==> config.mk <==
export PLATFORM = sky130hd
export DESIGN_NAME = rotation_arbiter_flat
export DESIGN_NICKNAME = d
export VERILOG_FILES = /design/src/rtl/rotation_arbiter_if.sv /design/src/rtl/rotation_arbiter.sv /design/src/flat_wrapper.sv
export SDC_FILE = /design/constraint.sdc
export NUM_CORES = 1
export LEC_CHECK = 0
export CAP_MARGIN = 20
export CELL_PAD_IN_SITES_DETAIL_PLACEMENT = 0
export CELL_PAD_IN_SITES_GLOBAL_PLACEMENT = 1
export CORE_MARGIN = 10
export CORE_UTILIZATION = 25
export CTS_BUF_LIST = sky130_fd_sc_hd__clkbuf_16
export DETAILED_ROUTE_END_ITERATION = 8
export GPL_ROUTABILITY_DRIVEN = 0
export GPL_TIMING_DRIVEN = 0
export PLACE_DENSITY = 0.52
export RECOVER_POWER = 100
export SETUP_SLACK_MARGIN = 0.3
export SLEW_MARGIN = 20
export SYNTH_ARGS = -nofsm -noshare
export SYNTH_HDL_FRONTEND = slang
export SYNTH_SLANG_ARGS = --single-unit
==> constraint.sdc <==
create_clock -name clk -period 6.9 [get_ports clk]
set_input_delay 1.035 -clock clk [delete_from_list [all_inputs] [get_ports clk]]
set_output_delay 1.035 -clock clk [all_outputs]
set_load 0.01 [all_outputs]
==> src/rtl/rotation_arbiter_if.sv <==
// Bundle between graphics requesters, the shared CORDIC rotator and the rotation arbiter.
// The slave modport is the arbiter's view; the master modport drives requesters and rotator results.
interface rotation_arbiter_if #(
    parameter int NREQ = 2
);
    logic [NREQ-1:0]      req_valid;
    logic [NREQ-1:0]      req_ready;
    logic [12*NREQ-1:0]   req_x;
    logic [12*NREQ-1:0]   req_y;
    logic [32*NREQ-1:0]   req_angle;
    logic [11:0]          rot_x;
    logic [11:0]          rot_y;
    logic [31:0]          rot_angle;
    logic [11:0]          rot_xr;
    logic [10:0]          rot_yr;
    logic [NREQ-1:0]      res_valid;
    logic [NREQ-1:0]      res_ready;
    logic [12*NREQ-1:0]   res_x;
    logic [11*NREQ-1:0]   res_y;
    logic                 busy;

    modport slave (
        input  req_valid, req_x, req_y, req_angle, rot_xr, rot_yr, res_ready,
        output req_ready, rot_x, rot_y, rot_angle, res_valid, res_x, res_y, busy
    );

    modport master (
        output req_valid, req_x, req_y, req_angle, rot_xr, rot_yr, res_ready,
        input  req_ready, rot_x, rot_y, rot_angle, res_valid, res_x, res_y, busy
    );
endinterface

==> src/rtl/rotation_arbiter.sv <==
// Round-robin sharing of one pipelined CORDIC rotator; folds angles into +/-90 deg and
// routes tagged results back through credit-protected per-requester FIFOs.
module rotation_arbiter #(
    parameter int NREQ       = 2,
    parameter int LATENCY    = 13,
    parameter int FIFO_DEPTH = 4
) (
    input logic               clk,
    input logic               reset,
    rotation_arbiter_if.slave bus
);
    localparam int IDW = (NREQ > 1) ? $clog2(NREQ) : 1;
    localparam int AW  = (FIFO_DEPTH > 1) ? $clog2(FIFO_DEPTH) : 1;
    localparam int CW  = $clog2(FIFO_DEPTH + 1);

    logic [IDW-1:0]   r_ptr;
    logic [CW-1:0]    r_credit [NREQ];
    logic [11:0]      r_rotX;
    logic [11:0]      r_rotY;
    logic [31:0]      r_rotAngle;
    logic [LATENCY-1:0] r_tagValid;
    logic [IDW-1:0]   r_tagId [LATENCY];
    logic [AW-1:0]    r_wrPtr [NREQ];
    logic [AW-1:0]    r_rdPtr [NREQ];
    logic [CW-1:0]    r_count [NREQ];
    logic [11:0]      r_memX [NREQ][FIFO_DEPTH];
    logic [10:0]      r_memY [NREQ][FIFO_DEPTH];

    logic [NREQ-1:0]  w_eligible;
    logic [NREQ-1:0]  w_grant;
    logic [NREQ-1:0]  w_push;
    logic [NREQ-1:0]  w_pop;
    logic [NREQ-1:0]  w_nonEmpty;
    logic             w_anyGrant;
    logic [IDW-1:0]   w_grantId;
    logic [IDW-1:0]   w_ptrNext;
    logic [11:0]      w_selX;
    logic [11:0]      w_selY;
    logic [31:0]      w_selAngle;
    logic [11:0]      w_foldX;
    logic [11:0]      w_foldY;
    logic [31:0]      w_foldAngle;

    function automatic logic [11:0] negSat(input logic [11:0] v);
        return (v == 12'h800) ? 12'h7FF : (~v + 12'd1);
    endfunction

    function automatic logic [AW-1:0] bumpPtr(input logic [AW-1:0] p);
        return (int'(p) == FIFO_DEPTH - 1) ? '0 : p + 1'b1;
    endfunction

    // A requester may only be granted while it still owns a reserved FIFO slot.
    always_comb begin
        for (int i = 0; i < NREQ; i++) begin
            w_eligible[i] = bus.req_valid[i] && (r_credit[i] != '0);
            w_push[i]     = r_tagValid[LATENCY-1] && (r_tagId[LATENCY-1] == IDW'(i));
            w_nonEmpty[i] = (r_count[i] != '0);
            w_pop[i]      = w_nonEmpty[i] && bus.res_ready[i];
        end
    end

    always_comb begin
        int             idx;
        logic [IDW-1:0] idxSel;
        idx        = 0;
        idxSel     = '0;
        w_grant    = '0;
        w_anyGrant = 1'b0;
        w_grantId  = '0;
        for (int k = 0; k < NREQ; k++) begin
            idx = int'(r_ptr) + k;
            if (idx >= NREQ) idx = idx - NREQ;
            idxSel = IDW'(idx);
            if (!w_anyGrant && !reset && w_eligible[idxSel]) begin
                w_anyGrant      = 1'b1;
                w_grantId       = idxSel;
                w_grant[idxSel] = 1'b1;
            end
        end
        w_ptrNext = (int'(w_grantId) == NREQ - 1) ? '0 : w_grantId + 1'b1;
    end

    // Quadrants II/III are rotated by 180 deg with the vector negated, which leaves the result unchanged.
    always_comb begin
        w_selX     = bus.req_x[12*w_grantId +: 12];
        w_selY     = bus.req_y[12*w_grantId +: 12];
        w_selAngle = bus.req_angle[32*w_grantId +: 32];
        w_foldX    = w_selX;
        w_foldY    = w_selY;
        w_foldAngle = w_selAngle;
        if (w_selAngle[31] ^ w_selAngle[30]) begin
            w_foldX     = negSat(w_selX);
            w_foldY     = negSat(w_selY);
            w_foldAngle = w_selAngle + 32'h8000_0000;
        end
    end

    always_ff @(posedge clk or posedge reset) begin
        if (reset) begin
            r_ptr      <= '0;
            r_rotX     <= '0;
            r_rotY     <= '0;
            r_rotAngle <= '0;
        end else if (w_anyGrant) begin
            r_ptr      <= w_ptrNext;
            r_rotX     <= w_foldX;
            r_rotY     <= w_foldY;
            r_rotAngle <= w_foldAngle;
        end
    end

    always_ff @(posedge clk or posedge reset) begin
        if (reset) begin
            r_tagValid <= '0;
            for (int k = 0; k < LATENCY; k++) r_tagId[k] <= '0;
        end else begin
            r_tagValid <= {r_tagValid[LATENCY-2:0], w_anyGrant};
            r_tagId[0] <= w_grantId;
            for (int k = 1; k < LATENCY; k++) r_tagId[k] <= r_tagId[k-1];
        end
    end

    // Credits count free slots minus results still in the rotator, so a push never finds a full FIFO.
    always_ff @(posedge clk or posedge reset) begin
        if (reset) begin
            for (int i = 0; i < NREQ; i++) begin
                r_credit[i] <= CW'(FIFO_DEPTH);
                r_count[i]  <= '0;
                r_wrPtr[i]  <= '0;
                r_rdPtr[i]  <= '0;
            end
        end else begin
            for (int i = 0; i < NREQ; i++) begin
                if (w_grant[i] && !w_pop[i])      r_credit[i] <= r_credit[i] - 1'b1;
                else if (!w_grant[i] && w_pop[i]) r_credit[i] <= r_credit[i] + 1'b1;
                if (w_push[i] && !w_pop[i])       r_count[i] <= r_count[i] + 1'b1;
                else if (!w_push[i] && w_pop[i])  r_count[i] <= r_count[i] - 1'b1;
                if (w_push[i]) r_wrPtr[i] <= bumpPtr(r_wrPtr[i]);
                if (w_pop[i])  r_rdPtr[i] <= bumpPtr(r_rdPtr[i]);
            end
        end
    end

    always_ff @(posedge clk) begin
        for (int i = 0; i < NREQ; i++) begin
            if (w_push[i]) begin
                r_memX[i][r_wrPtr[i]] <= bus.rot_xr;
                r_memY[i][r_wrPtr[i]] <= bus.rot_yr;
            end
        end
    end

    always_comb begin
        bus.req_ready = w_grant;
        bus.rot_x     = r_rotX;
        bus.rot_y     = r_rotY;
        bus.rot_angle = r_rotAngle;
        bus.res_valid = w_nonEmpty;
        bus.res_x     = '0;
        bus.res_y     = '0;
        for (int i = 0; i < NREQ; i++) begin
            bus.res_x[12*i +: 12] = r_memX[i][r_rdPtr[i]];
            bus.res_y[11*i +: 11] = r_memY[i][r_rdPtr[i]];
        end
        bus.busy = (|r_tagValid) || (|w_nonEmpty);
    end
endmodule
==> src/flat_wrapper.sv <==
// flat-port wrapper written by rule: the top's interface ports become plain ports
module rotation_arbiter_flat 
#(
    parameter int NREQ       = 2,
    parameter int LATENCY    = 13,
    parameter int FIFO_DEPTH = 4
)
  (clk, reset, bus_req_valid, bus_req_x, bus_req_y, bus_req_angle, bus_rot_xr, bus_rot_yr, bus_res_ready, bus_req_ready, bus_rot_x, bus_rot_y, bus_rot_angle, bus_res_valid, bus_res_x, bus_res_y, bus_busy);
  rotation_arbiter_if #(.NREQ(NREQ)) bus_i ();
  input logic clk;
  input logic reset;
  input wire logic [$bits(bus_i.req_valid)-1:0] bus_req_valid;
  input wire logic [$bits(bus_i.req_x)-1:0] bus_req_x;
  input wire logic [$bits(bus_i.req_y)-1:0] bus_req_y;
  input wire logic [$bits(bus_i.req_angle)-1:0] bus_req_angle;
  input wire logic [$bits(bus_i.rot_xr)-1:0] bus_rot_xr;
  input wire logic [$bits(bus_i.rot_yr)-1:0] bus_rot_yr;
  input wire logic [$bits(bus_i.res_ready)-1:0] bus_res_ready;
  output wire logic [$bits(bus_i.req_ready)-1:0] bus_req_ready;
  output wire logic [$bits(bus_i.rot_x)-1:0] bus_rot_x;
  output wire logic [$bits(bus_i.rot_y)-1:0] bus_rot_y;
  output wire logic [$bits(bus_i.rot_angle)-1:0] bus_rot_angle;
  output wire logic [$bits(bus_i.res_valid)-1:0] bus_res_valid;
  output wire logic [$bits(bus_i.res_x)-1:0] bus_res_x;
  output wire logic [$bits(bus_i.res_y)-1:0] bus_res_y;
  output wire logic [$bits(bus_i.busy)-1:0] bus_busy;
  assign bus_i.req_valid = bus_req_valid;
  assign bus_i.req_x = bus_req_x;
  assign bus_i.req_y = bus_req_y;
  assign bus_i.req_angle = bus_req_angle;
  assign bus_i.rot_xr = bus_rot_xr;
  assign bus_i.rot_yr = bus_rot_yr;
  assign bus_i.res_ready = bus_res_ready;
  assign bus_req_ready = bus_i.req_ready;
  assign bus_rot_x = bus_i.rot_x;
  assign bus_rot_y = bus_i.rot_y;
  assign bus_rot_angle = bus_i.rot_angle;
  assign bus_res_valid = bus_i.res_valid;
  assign bus_res_x = bus_i.res_x;
  assign bus_res_y = bus_i.res_y;
  assign bus_busy = bus_i.busy;
  rotation_arbiter #(.NREQ(NREQ), .LATENCY(LATENCY), .FIFO_DEPTH(FIFO_DEPTH)) u_core (.clk(clk), .reset(reset), .bus(bus_i));
endmodule
## Word level (Yosys, flattened, before mapping)

Memories as Yosys holds them, arrays and structs flattened.
Index checks and enable logic that the tools add are counted.
W data, S select, Z words.

- Bits in registers: 103
- Output and inout port bits: 107
- RAM bits: 184
- Memories kept: 2

- Bitwise operators: 9
- Multipliers: 1
- Add/sub/neg operators: 19
- Magnitude comparators: 12
- Equal/unequal tests: 6
- Multiplexer cells: 66
- Reductions and logical operators: 42
- Shift operators: 3

Memories:

| name | depth | bits a word | rd ports | clocked after memory_dff | write ports | RTL line | text |
|---|---|---|---|---|---|---|---|
| u_core.r_memX | 2 | 48 | 2 | 0 | 1 | rotation_arbiter.sv:26 | `logic [11:0] r_memX [NREQ][FIFO_DEPTH];` |
| u_core.r_memY | 2 | 44 | 2 | 0 | 1 | rotation_arbiter.sv:27 | `logic [10:0] r_memY [NREQ][FIFO_DEPTH];` |

Operators with widths:

| cell | number |
|---|---|
| $mux W48 | 4 |
| $mux W44 | 4 |
| $mux W12 | 10 |
| $mux W11 | 6 |
| $shiftx A64 B7 Y32 | 1 |
| $bmux W12 S2 | 2 |
| $demux W12 S2 | 2 |
| $reduce_or A48 Y1 | 1 |
| $shiftx A24 B6 Y12 | 2 |
| $bmux W11 S2 | 2 |
| $demux W11 S2 | 2 |
| $reduce_or A44 Y1 | 1 |
| $add A32 B32 Y32 const B | 1 |
| $mux W32 | 1 |
| $add A12 B1 Y12 const B | 2 |
| $eq A12 B12 Y1 const B | 2 |
| $mux W3 | 8 |
| $not A12 Y12 | 2 |
| $logic_and A1 B1 Y1 | 21 |
| $mux W1 | 17 |
| $reduce_or A13 Y1 | 1 |
| $add A3 B1 Y3 const B | 4 |
| $ge A3 B3 Y1 const B | 4 |
| $mux W2 | 6 |
| other kinds (22) | 52 |

## Depth between registers and ports, before layout

Gate-level depths: netlist of run 1.

- Depth in word-level cells: 16
- Depth in mapped cells: 12
- Gate-level depth less buffers: 10

## Worst setup path before layout of run 1

Ideal clock, no wire load.

- Kind: in2reg
- Start: input port reset
- End: register u_core.r_rotY[10], in the netlist u_core.bus.rot_y[10]
- Required time: 6,774 ps
- Path slack: 1,124 ps
- Data arrival time: 5,650 ps
- Buffers on the path: 1
- Stages on the path: 10
- Cell sequence: inv_1 -> o2111ai_4 -> buf_2 -> mux2i_1 -> ha_1 -> nor4b_1 -> a21oi_1 -> xnor2_1 -> nor2_1 -> o32a_1

- Word-level cells in the longest chain between the ends: 13
- Elaborated cells between the ends (all ways): 18

RTL lines:

| element | RTL line | text |
|---|---|---|
| from (decl) | flat_wrapper.sv:11 | `input logic reset;` |
| $logic_not A1 Y1 (*) | rotation_arbiter.sv:74 | `if (!w_anyGrant && !reset && w_eligible[idxSel]) begin` |
| $logic_and A1 B1 Y1 | rotation_arbiter.sv:74 |  |
| $mux W1 | rotation_arbiter.sv:74 |  |
| $logic_not A1 Y1 | rotation_arbiter.sv:74 |  |
| $logic_and A1 B1 Y1 (2 in series) | rotation_arbiter.sv:74 |  |
| $mux W1 | rotation_arbiter.sv:74 |  |
| $mul A2 B1 Y3 | rotation_arbiter.sv:86 | `w_selY = bus.req_y[12*w_grantId +: 12];` |
| $shiftx A24 B6 Y12 | rotation_arbiter.sv:86 |  |
| $not A12 Y12 | rotation_arbiter.sv:45 | `return (v == 12'h800) ? 12'h7FF : (~v + 12'd1);` |
| $add A12 B1 Y12 | rotation_arbiter.sv:45 |  |
| $mux W12 | rotation_arbiter.sv:45 |  |
| $mux W12 | rotation_arbiter.sv:91 | `if (w_selAngle[31] ^ w_selAngle[30]) begin` |
| to (signal assigned) | rotation_arbiter.sv:107 | `r_rotY <= w_foldY;` |
| to (decl) | rotation_arbiter.sv:19 | `logic [11:0] r_rotY;` |

Every way passes the cells marked *; elsewhere a longest branch is shown, timed or not.
A chain may end at the register's enable or synchronous reset.

## Worst setup path after layout of run 1

- Start: input port reset
- End: output port bus_req_ready[0]

- Word-level cells in the longest chain between the ends: 7
- Elaborated cells between the ends (all ways): 9

RTL lines:

| element | RTL line | text |
|---|---|---|
| $logic_not A1 Y1 (*) | rotation_arbiter.sv:74 |  |
| $logic_and A1 B1 Y1 | rotation_arbiter.sv:74 |  |
| $mux W1 | rotation_arbiter.sv:74 |  |
| $logic_not A1 Y1 | rotation_arbiter.sv:74 |  |
| $logic_and A1 B1 Y1 (2 in series) | rotation_arbiter.sv:74 |  |
| $mux W2 (*) | rotation_arbiter.sv:74 |  |
| to (decl) | flat_wrapper.sv:19 | `output wire logic [$bits(bus_i.req_ready)-1:0] bus_req_ready;` |

Marks and branches as above.

==> results of run 1 <==
[flip-flops by register name, indices dropped and copies added (netlist names)]
signal / count
u_core.bus.rot_angle: 32
u_core.bus.rot_x: 12
u_core.bus.rot_y: 12
u_core.r_count: 6
u_core.r_credit: 6
u_core.r_memX: 96
u_core.r_memY: 88
u_core.r_ptr: 1
u_core.r_rdPtr: 4
u_core.r_tagId: 13
u_core.r_tagValid: 13
u_core.r_wrPtr: 4
[layer usage]
metal | vias to the layer above | global-route usage, %
li1 | 3537 | -
met1 | 3783 | 15.00
met2 | 271 | 19.83
met3 | 67 | 6.201
met4 | 14 | 3.495
met5 | - | 0
[how the worst max path moves through the flow]
stage,slack [ps],from,endpoint,cells past startpoint
after floorplan,1120,reset,u_core.bus.rot_y[10]$_DFFE_PP0P_,10
after global placement,-2150,reset,bus_req_ready[0],8
after detailed placement,1240,reset,bus_req_ready[0],9
after CTS,1230,reset,bus_req_ready[0],9
after global routing,630,reset,bus_req_ready[0],9
final,1030,reset,bus_req_ready[0],9
[cell type report]
type | instances | area [um^2]
diodes | 3 | 7.507
plain buffers | 36 | 140.1
clock buffers | 36 | 900.9
clock inverters | 28 | 239.0
fillers | 4653 | 30510
inverters | 20 | 82.58
multi-input cells | 443 | 3601
flip-flops and latches | 287 | 8105
well taps | 607 | 759.5
repair buffers | 250 | 2507
[power by group]
| group | switching, mW | internal [mW] |
|---|---|---|
| combinational | 1.05 | 0.988 |
| clock | 0.747 | 1.07 |
| sequential | 0.164 | 2.19 |
[stage by stage]
stage                     total power [mW]  setup WS (ps)  setup TNS [ps]  utilization (%)  instances
after floorplan                      3.458           1124               0                -        786
after global placement               4.608          -2145          -70230            32.37       1640
after detailed placement             4.632           1242               0            32.57       1643
after CTS                            6.495           1230               0            35.01       1707
after global routing                 6.584          630.6               0            34.87       1707
final                                6.209           1033               0            34.88       1710
[cells in the final DEF, fill, tap and decap left out, types with 5 or more instances in the layout]
cell type	n
dlygate4sd3_1	131
xor2_1	18
a31oi_1	32
mux4_2	46
o22a_1	14
nor4_1	5
clkinv_1	8
o31ai_1	5
xnor2_1	29
o32a_1	7
a21oi_1	14
mux2i_1	17
nand2_1	79
nand3_1	5
clkbuf_1	34
nor4b_1	5
nor2_1	76
inv_1	25
ha_1	16
clkdlybuf4s50_1	116
dfrtp_1	101
clkbuf_16	36
o21ai_0	10
nor3_1	14
edfxtp_1	184
[cell families (layout without fill, tap and decap cells)]
logic type               after synthesis  count (layout)  share of synthesized area [%]
AND/OR/NAND/NOR                      210             210                          7.759
multiplexers                          67              67                          10.49
adder cells (fa/ha/maj)               20              20                          2.349
XOR/XNOR                              47              47                          3.450
flip-flops                           287             287                          67.92
other                                  0               3                              0
AO/OA/AOI/OAI                         99              99                          6.134
buffers and inverters                 56             370                          1.898
[synth_stat cells, types with 3 or more instances]
library cell,n,area share (%)
clkbuf_1,23,0.72
inv_1,18,0.57
nor3_1,14,0.59
nor4_1,5,0.26
nor2_1,76,2.4
o21ai_0,10,0.42
nand4_1,3,0.16
dfrtp_1,101,21
buf_2,11,0.46
ha_1,16,1.7
edfxtp_1,184,46
and3_1,4,0.21
mux2i_1,17,1.4
mux2_2,4,0.38
a21oi_1,14,0.59
xor2_1,18,1.3
and2_1,5,0.26
o22a_1,14,1.0
nor3b_1,4,0.25
nor4b_1,5,0.37
xnor2_1,29,2.1
o31ai_1,5,0.31
fa_1,4,0.67
o32a_1,7,0.59
or3_1,4,0.21
nand2_1,79,2.5
a31oi_1,32,1.7
nand3_1,5,0.21
mux4_2,46,8.7
o21a_1,3,0.19
==> flow_summary.json, run 1 <==
{
  "hold_path_end": "u_core.r_tagId[0]$_DFF_PP0_",
  "yosysWarnings": 0,
  "cts_root_buffer": "clkbuf_16",
  "synthesis.area_um2": 11930,
  "grt_pass1_vias": 8449,
  "highest-signal-layer": "met5",
  "synth_ff_type": "edfxtp_1",
  "core_area_um2": 46850,
  "grt_max_degree": 61,
  "peakVddDrop_mv": 0.1503,
  "crit_buf_inv": 7,
  "critPathMaxStageDelay_ps": 700,
  "cp_top_family": "buffers and inverters",
  "clock_path_buffers": 3,
  "grt_use_total_pct": 12.59,
  "max_freq_ghz": 0.1704,
  "dp_hpwl_mm": 26.39,
  "holdCritPathClass": "reg -> reg",
  "hold_violations": 0,
  "maxSlewViolCount": 48,
  "synth_edf_count": 184,
  "synth_area_per_cell_um2": 15.18,
  "cp-end-kind": "primary output",
  "ant_nets": 0,
  "drc": 0,
  "power-per-cell-area_nw_per_um2": 379.9,
  "antenna_found_initial": 10,
  "hold_start": "u_core.r_tagId[1]$_DFF_PP0_",
  "num-nets-final": 1235,
  "worstMarginPinSlew_ps": 1964,
  "crit_type": "in -> out",
  "rows": 79,
  "drt-pass1-iter-count": 5,
  "violations": "max-capacitance violations, max-slew violations",
  "cts_buffers": 36,
  "portBuffers": 247,
  "die_w_um": 238.5,
  "drt_iter0_drc": 466,
  "dieArea_um2": 56870,
  "r2r_start": "u_core.r_credit[0]$_DFFE_PP0P_",
  "relSlewSlack_pct": -31.04,
  "startpoint_type": "primary input",
  "crit_fanout": 60,
  "synth-seq-area-share_pct": 67.92,
  "r2r_cells": 10,
  "start_util_pct": 25.47,
  "post-route-cell-area_um2": 16340,
  "setup_viol": 0,
  "num_vias": 7672,
  "grt_pass1_wl_mm": 54.04,
  "yosysUniqueCellTypes": 47,
  "cts_setup_buffers": 0,
  "drv_cap": 2,
  "dr_wl_met2_mm": 16.44,
  "ctsResizeCount": 0,
  "area_growth_pct": 36.96,
  "yosys_register_bits": 287,
  "wl_met1_mm": 15.22,
  "required_ps": 5860,
  "place_area_um2": 15260,
  "via_per_inst": 4.487,
  "status": "complete, but fails checks",
  "fin_crit_sh_pct": 85.03,
  "holdBufCountCts": 0,
  "worstSkewPairLatency_ps": 540,
  "whs_path_depth": 0,
  "dr_wl_met3_mm": 3.988,
  "reg2reg_to": "u_core.bus.rot_y[9]$_DFFE_PP0P_",
  "critPathArrivalTime_ps": 4830,
  "die_h_um": 238.5,
  "clock_skew_ps": 31.30,
  "async_flop_share_pct": 35.89,
  "synth.net_count": 947,
  "period_minus_slack_ps": 5867,
  "leakage_nw": 5.871,
  "grt_overflow": 0,
  "synth_cells": 786,
  "cts_tree": "yes",
  "slowest_stage": "dlygate4sd3_1",
  "clock_sinks": 287,
  "rsz0062_at_grt": "no",
  "timing.hold.ws_ps": 345.6,
  "final_layout_size_suffix_gt1_share_pct": 10.27,
  "rrSetupSlack_ps": 2560,
  "path_clk_slew_ps": 60,
  "io_pins": 248,
  "ctsHtreeMaxLevel": 2,
  "wirelength_mm": 36.37,
  "crit_path_cell_trace": "dlygate4sd3_1, inv_6, buf_16, o2111ai_4, inv_4, clkbuf_1, clkbuf_1, nor2_1, dlygate4sd3_1",
  "wire_per_inst_um": 21.27
}
(Power assumes the default switching activity.)
==> run 2, diff against run 1 <==
--- a/config.mk
+++ b/config.mk
@@ -16,6 +16,7 @@
 export GPL_TIMING_DRIVEN = 0
 export PLACE_DENSITY = 0.52
 export RECOVER_POWER = 100
+export REMOVE_ABC_BUFFERS = 1
 export SETUP_SLACK_MARGIN = 0.3
 export SLEW_MARGIN = 20
 export SYNTH_ARGS = -nofsm -noshare
==> flow_summary.json, run 2 (synthesis results as in run 1) <==
{
  "place_area_um2": 15420,
  "dieArea_um2": 56870,
  "wire_per_inst_um": 20.81,
  "status": "complete, but fails checks",
  "area_growth_pct": 36.69,
  "leakage_nw": 5.873,
  "grt_pass1_wl_mm": 53.13,
  "clock_sinks": 287,
  "r2r_start": "u_core.r_credit[5]$_DFFE_PP1P_",
  "crit_fanout": 55,
  "ant_nets": 0,
  "cp_top_family": "buffers and inverters",
  "fin_crit_sh_pct": 78.15,
  "peakVddDrop_mv": 0.1628,
  "cts_setup_buffers": 0,
  "startpoint_type": "primary input",
  "period_minus_slack_ps": 5392,
  "power-per-cell-area_nw_per_um2": 379.4,
  "max_freq_ghz": 0.1855,
  "rows": 79,
  "pwr-share-seq_pct": 39.7,
  "worstMarginPinSlew_ps": 1504,
  "hold_start": "u_core.r_tagId[3]$_DFF_PP0_",
  "crit_type": "in -> out",
  "cts_root_buffer": "clkbuf_16",
  "largest_register_ffs": 96,
  "swShare_pct": 30.89,
  "drt-pass1-iter-count": 4,
  "dp_hpwl_mm": 24.72,
  "r2r_cells": 9,
  "num-nets-final": 1210,
  "crit_path_cell_trace": "dlygate4sd3_1, inv_6, o2111ai_1, buf_16, buf_16, inv_4, nor2_1, dlygate4sd3_1",
  "start_util_pct": 25.47,
  "core_area_um2": 46850,
  "io_pins": 248,
  "whs_path_depth": 0,
  "antenna_found_initial": 11,
  "critPathMaxStageDelay_ps": 680,
  "drv_cap": 1,
  "relSlewSlack_pct": -0.2440,
  "ctsResizeCount": 0,
  "required_ps": 5860,
  "grt_overflow": 0,
  "grt_pass1_vias": 8268,
  "holdBufCountCts": 0,
  "reg2reg_to": "u_core.bus.rot_y[10]$_DFFE_PP0P_",
  "die_h_um": 238.5,
  "p_comb_share_pct": 30.9,
  "post-route-cell-area_um2": 16310,
  "switchingPower_mw": 1.911,
  "grt_use_total_pct": 12.28,
  "crit_buf_inv": 6,
  "clock_skew_ps": 17.39,
  "drt_iter0_drc": 406,
  "setup_tns_ps": 0,
  "violations": "max-capacitance violations, max-slew violations",
  "cts_buffers": 35,
  "die_w_um": 238.5,
  "ctsHtreeMaxLevel": 2,
  "final_layout_size_suffix_gt1_share_pct": 10.79,
  "holdCritPathClass": "reg -> reg",
  "path_clk_slew_ps": 60,
  "internal_power_mw": 4.277,
  "cts_tree": "yes",
  "hold_violations": 0,
  "layout_common_cells": "edfxtp_1 (184), dlygate4sd3_1 (133), clkdlybuf4s50_1 (114), dfrtp_1 (99), nand2_1 (79)",
  "setup_viol": 0,
  "worstSkewPairLatency_ps": 530,
  "rrSetupSlack_ps": 2060,
  "num_vias": 7607,
  "clkPwrFrac_pct": 29.4,
  "clock_path_buffers": 3,
  "rsz0062_at_grt": "no",
  "grt_max_degree": 66,
  "critPathArrivalTime_ps": 4360,
  "wirelength_mm": 35.02,
  "maxSlewViolCount": 18,
  "via_per_inst": 4.520,
  "cp-end-kind": "primary output",
  "hold_path_end": "u_core.r_tagId[2]$_DFF_PP0_",
  "portBuffers": 247,
  "final_common_cell": "edfxtp_1",
  "slowest_stage": "dlygate4sd3_1",
  "drc": 0
}
-- run 2: routing by layer --
layer,track usage (%),share of wire (%)
met1,14.95,42
met2,18.65,45
met3,6.247,11
met4,3.748,2.0
met5,0,0.33
-- run 2: how the worst max path moves through the flow --
stage,startpoint,endpoint,slack [ps],depth (start not counted)
2_1_floorplan,reset,u_core.bus.rot_x[4]$_DFFE_PP0P_,240,7
3_3_place_gp,reset,u_core.bus.rot_x[4]$_DFFE_PP0P_,-4030,8
3_5_place_dp,reset,bus_req_ready[0],1840,8
4_1_cts,reset,bus_req_ready[0],1820,8
5_1_grt,bus_req_valid[0],u_core.bus.rot_y[11]$_DFFE_PP0P_,1140,10
6_report,reset,bus_req_ready[0],1510,8
-- run 2: cell type report --
type                            count  area (um^2)
Antenna cell                        1        2.502
Inverter                           20        83.83
Fill cell                        4610        30540
Timing Repair Buffer              262         2656
Multi-Input combinational cell    443         3571
Clock inverter                     28        254.0
Sequential cell                   287         8108
Tap cell                          607        759.5
Clock buffer                       35        875.8
-- run 2: per-stage QoR --
step,cells,util [%],hold WS (ps),setup slack [ps],total power [mW]
floorplan,750,-,331.2,239.7,3.425
global placement,1604,32.05,335.2,-4030,4.563
detailed placement,1619,32.92,335.5,1838,4.642
CTS,1682,35.33,347.5,1821,6.524
global route,1682,34.81,352.1,1143,6.576
finish,1683,34.81,341.1,1508,6.188
-- run 2: power by group through the flow --
stage               logic (mW)  registers (mW)  clock network, mW
floorplan                0.910            2.51                  0
global placement          2.01            2.55                  0
detailed placement        2.13            2.51                  0
CTS                       2.15            2.48               1.90
global route              2.11            2.51               1.96
finish                    1.91            2.46               1.82
-- run 2: worst reg2reg max path, stage by stage, from the launching register on --
cell and delay, ps:
dfstp_2 530, o31ai_1 100, o2111ai_1 630, clkbuf_1 1000, mux2i_1 380, ha_1 340, nor4b_1 830, a41oi_1 250
nand2_1 450, o32a_1 250
==> run 3, diff against run 2 <==
==> constraint.sdc (replaced) <==
create_clock -name clk -period 5.6 [get_ports clk]
set_input_delay 0.84 -clock clk [delete_from_list [all_inputs] [get_ports clk]]
set_output_delay 0.84 -clock clk [all_outputs]
set_load 0.01 [all_outputs]
==> flow_summary.json, run 3 (synthesis results as in run 1) <==
{
  "status": "complete, but fails checks",
  "violations": "max-capacitance violations, max-slew violations",
  "portBuffers": 247,
  "worstSkewPairLatency_ps": 530,
  "largest_register_ffs": 96,
  "wirelength_mm": 35.01,
  "grt_use_met2_pct": 18.65,
  "pwr-share-seq_pct": 39.7,
  "setup_tns_ps": 0,
  "period_minus_slack_ps": 4808,
  "grt_pass1_wl_mm": 53.13,
  "use_met1_pct": 14.95,
  "clock_skew_ps": 17.34,
  "layout_common_cells": "edfxtp_1 (184), dlygate4sd3_1 (130), clkdlybuf4s50_1 (117), dfrtp_1 (99), nand2_1 (79)",
  "num_vias": 7617,
  "grtUsageMet3_pct": 6.247,
  "rows": 79,
  "cts_tree": "yes",
  "final_common_cell": "edfxtp_1",
  "cts_root_buffer": "clkbuf_16",
  "crit_fanout": 55,
  "crit_type": "in -> out",
  "drv_cap": 1,
  "timing.hold.ws_ps": 340.8,
  "critPathArrivalTime_ps": 3970,
  "rsz0062_at_grt": "no",
  "grt_use_total_pct": 12.28,
  "area_growth_pct": 37.15,
  "swShare_pct": 30.95,
  "reg2reg_to": "u_core.bus.rot_x[6]$_DFFE_PP0P_",
  "power-per-cell-area_nw_per_um2": 467.2,
  "max_freq_ghz": 0.2080,
  "fin_crit_sh_pct": 85.87,
  "startpoint_type": "primary input",
  "dieArea_um2": 56870,
  "relSlewSlack_pct": -0.7787,
  "via_per_inst": 4.526,
  "grt_pass1_vias": 8268,
  "drc": 0,
  "r2r_cells": 9,
  "maxSlewViolCount": 19,
  "r2r_start": "u_core.r_credit[3]$_DFFE_PP0P_",
  "rrSetupSlack_ps": 1840,
  "path_clk_slew_ps": 60,
  "dp_hpwl_mm": 24.72,
  "switchingPower_mw": 2.367,
  "num-nets-final": 1210,
  "clock_path_buffers": 3,
  "p_comb_share_pct": 31.0,
  "cts_setup_buffers": 0,
  "hold_start": "u_core.r_tagId[3]$_DFF_PP0_",
  "internal_power_mw": 5.279,
  "cts_buffers": 35,
  "grt_max_degree": 66,
  "ctsResizeCount": 0,
  "cp-endpoint": "bus_req_ready[0]",
  "required_ps": 4760,
  "worstMarginPinSlew_ps": 1512,
  "clkPwrFrac_pct": 29.3,
  "die_w_um": 238.5,
  "grt_busiest_layer": "met2",
  "startpoint": "reset",
  "peakVddDrop_mv": 0.2003,
  "report.power.total_mw": 7.646,
  "drt-pass1-iter-count": 4,
  "antenna_found_initial": 11,
  "core_area_um2": 46850,
  "hold_violations": 0,
  "leakage_nw": 5.888,
  "start_util_pct": 25.47,
  "drt_iter0_drc": 462,
  "grt_overflow": 0,
  "final_layout_size_suffix_gt1_share_pct": 11.07,
  "holdCritPathClass": "reg -> reg",
  "holdBufCountCts": 0,
  "io_pins": 248,
  "die_h_um": 238.5,
  "clock_sinks": 287,
  "setup_viol": 0,
  "wire_per_inst_um": 20.80,
  "ant_nets": 0,
  "ctsHtreeMaxLevel": 2,
  "cp-end-kind": "primary output"
}
[run 3: cell count changes in the layout (fill, tap and decap cells not counted), sizes merged]
cell | before | now
clkdlybuf4s50 | 114 | 117
dlygate4sd3 | 133 | 130
buf | 6 | 7
clkbuf | 44 | 43
[run 3: layout make-up]
| type | count | area, um^2 |
|---|---|---|
| repair buffers | 262 | 2680 |
| flip-flops and latches | 287 | 8108 |
| clock buffers | 35 | 875.8 |
| inverters | 20 | 83.83 |
| multi-input cells | 443 | 3602 |
| clock inverters | 28 | 254.0 |
| well taps | 607 | 759.5 |
| diodes | 1 | 2.502 |
| fillers | 4603 | 30490 |
[run 3: worst min path at each step]
stage	end	depth (start not counted)	slack, ps
after global routing	u_core.r_tagId[8]$_DFF_PP0_	0	350
after detailed placement	u_core.r_tagId[8]$_DFF_PP0_	0	340
after CTS	u_core.r_tagId[8]$_DFF_PP0_	0	350
after global placement	u_core.r_tagId[9]$_DFF_PP0_	0	340
after floorplan	u_core.r_tagId[0]$_DFF_PP0_	0	330
final	u_core.r_tagId[2]$_DFF_PP0_	0	340
[run 3: layer usage]
layer	up-vias	share of wire, %
met1	3788	42
met5	-	0.37
met2	250	45
met3	67	11
li1	3492	-
met4	20	2.1
[run 3: stage by stage]
step | instance area, um^2 | setup slack [ps] | utilization [%] | cells
after floorplan | 11780 | -865.3 | - | 750
after global placement | 15020 | -5135 | 32.05 | 1604
after detailed placement | 15420 | 838.3 | 32.92 | 1619
after CTS | 16550 | 910.6 | 35.33 | 1682
after global routing | 16360 | 552.4 | 34.93 | 1682
final | 16370 | 791.5 | 34.93 | 1683
[run 3: worst max-delay path: stages]
cell	delay, ps
dlygate4sd3_1	620
inv_6	370
o2111ai_4	320
buf_16	260
buf_16	170
inv_4	470
nor2_1	140
dlygate4sd3_1	690
[run 3: power by group through the flow]
stage                     sequential, mW  clock [mW]  combinational [mW]
final                               3.03        2.24                2.37
after CTS                           3.06        2.34                2.64
after global placement              3.15           0                2.48
after global routing                3.10        2.41                2.61
after floorplan                     3.10           0                1.12
after detailed placement            3.09           0                2.63
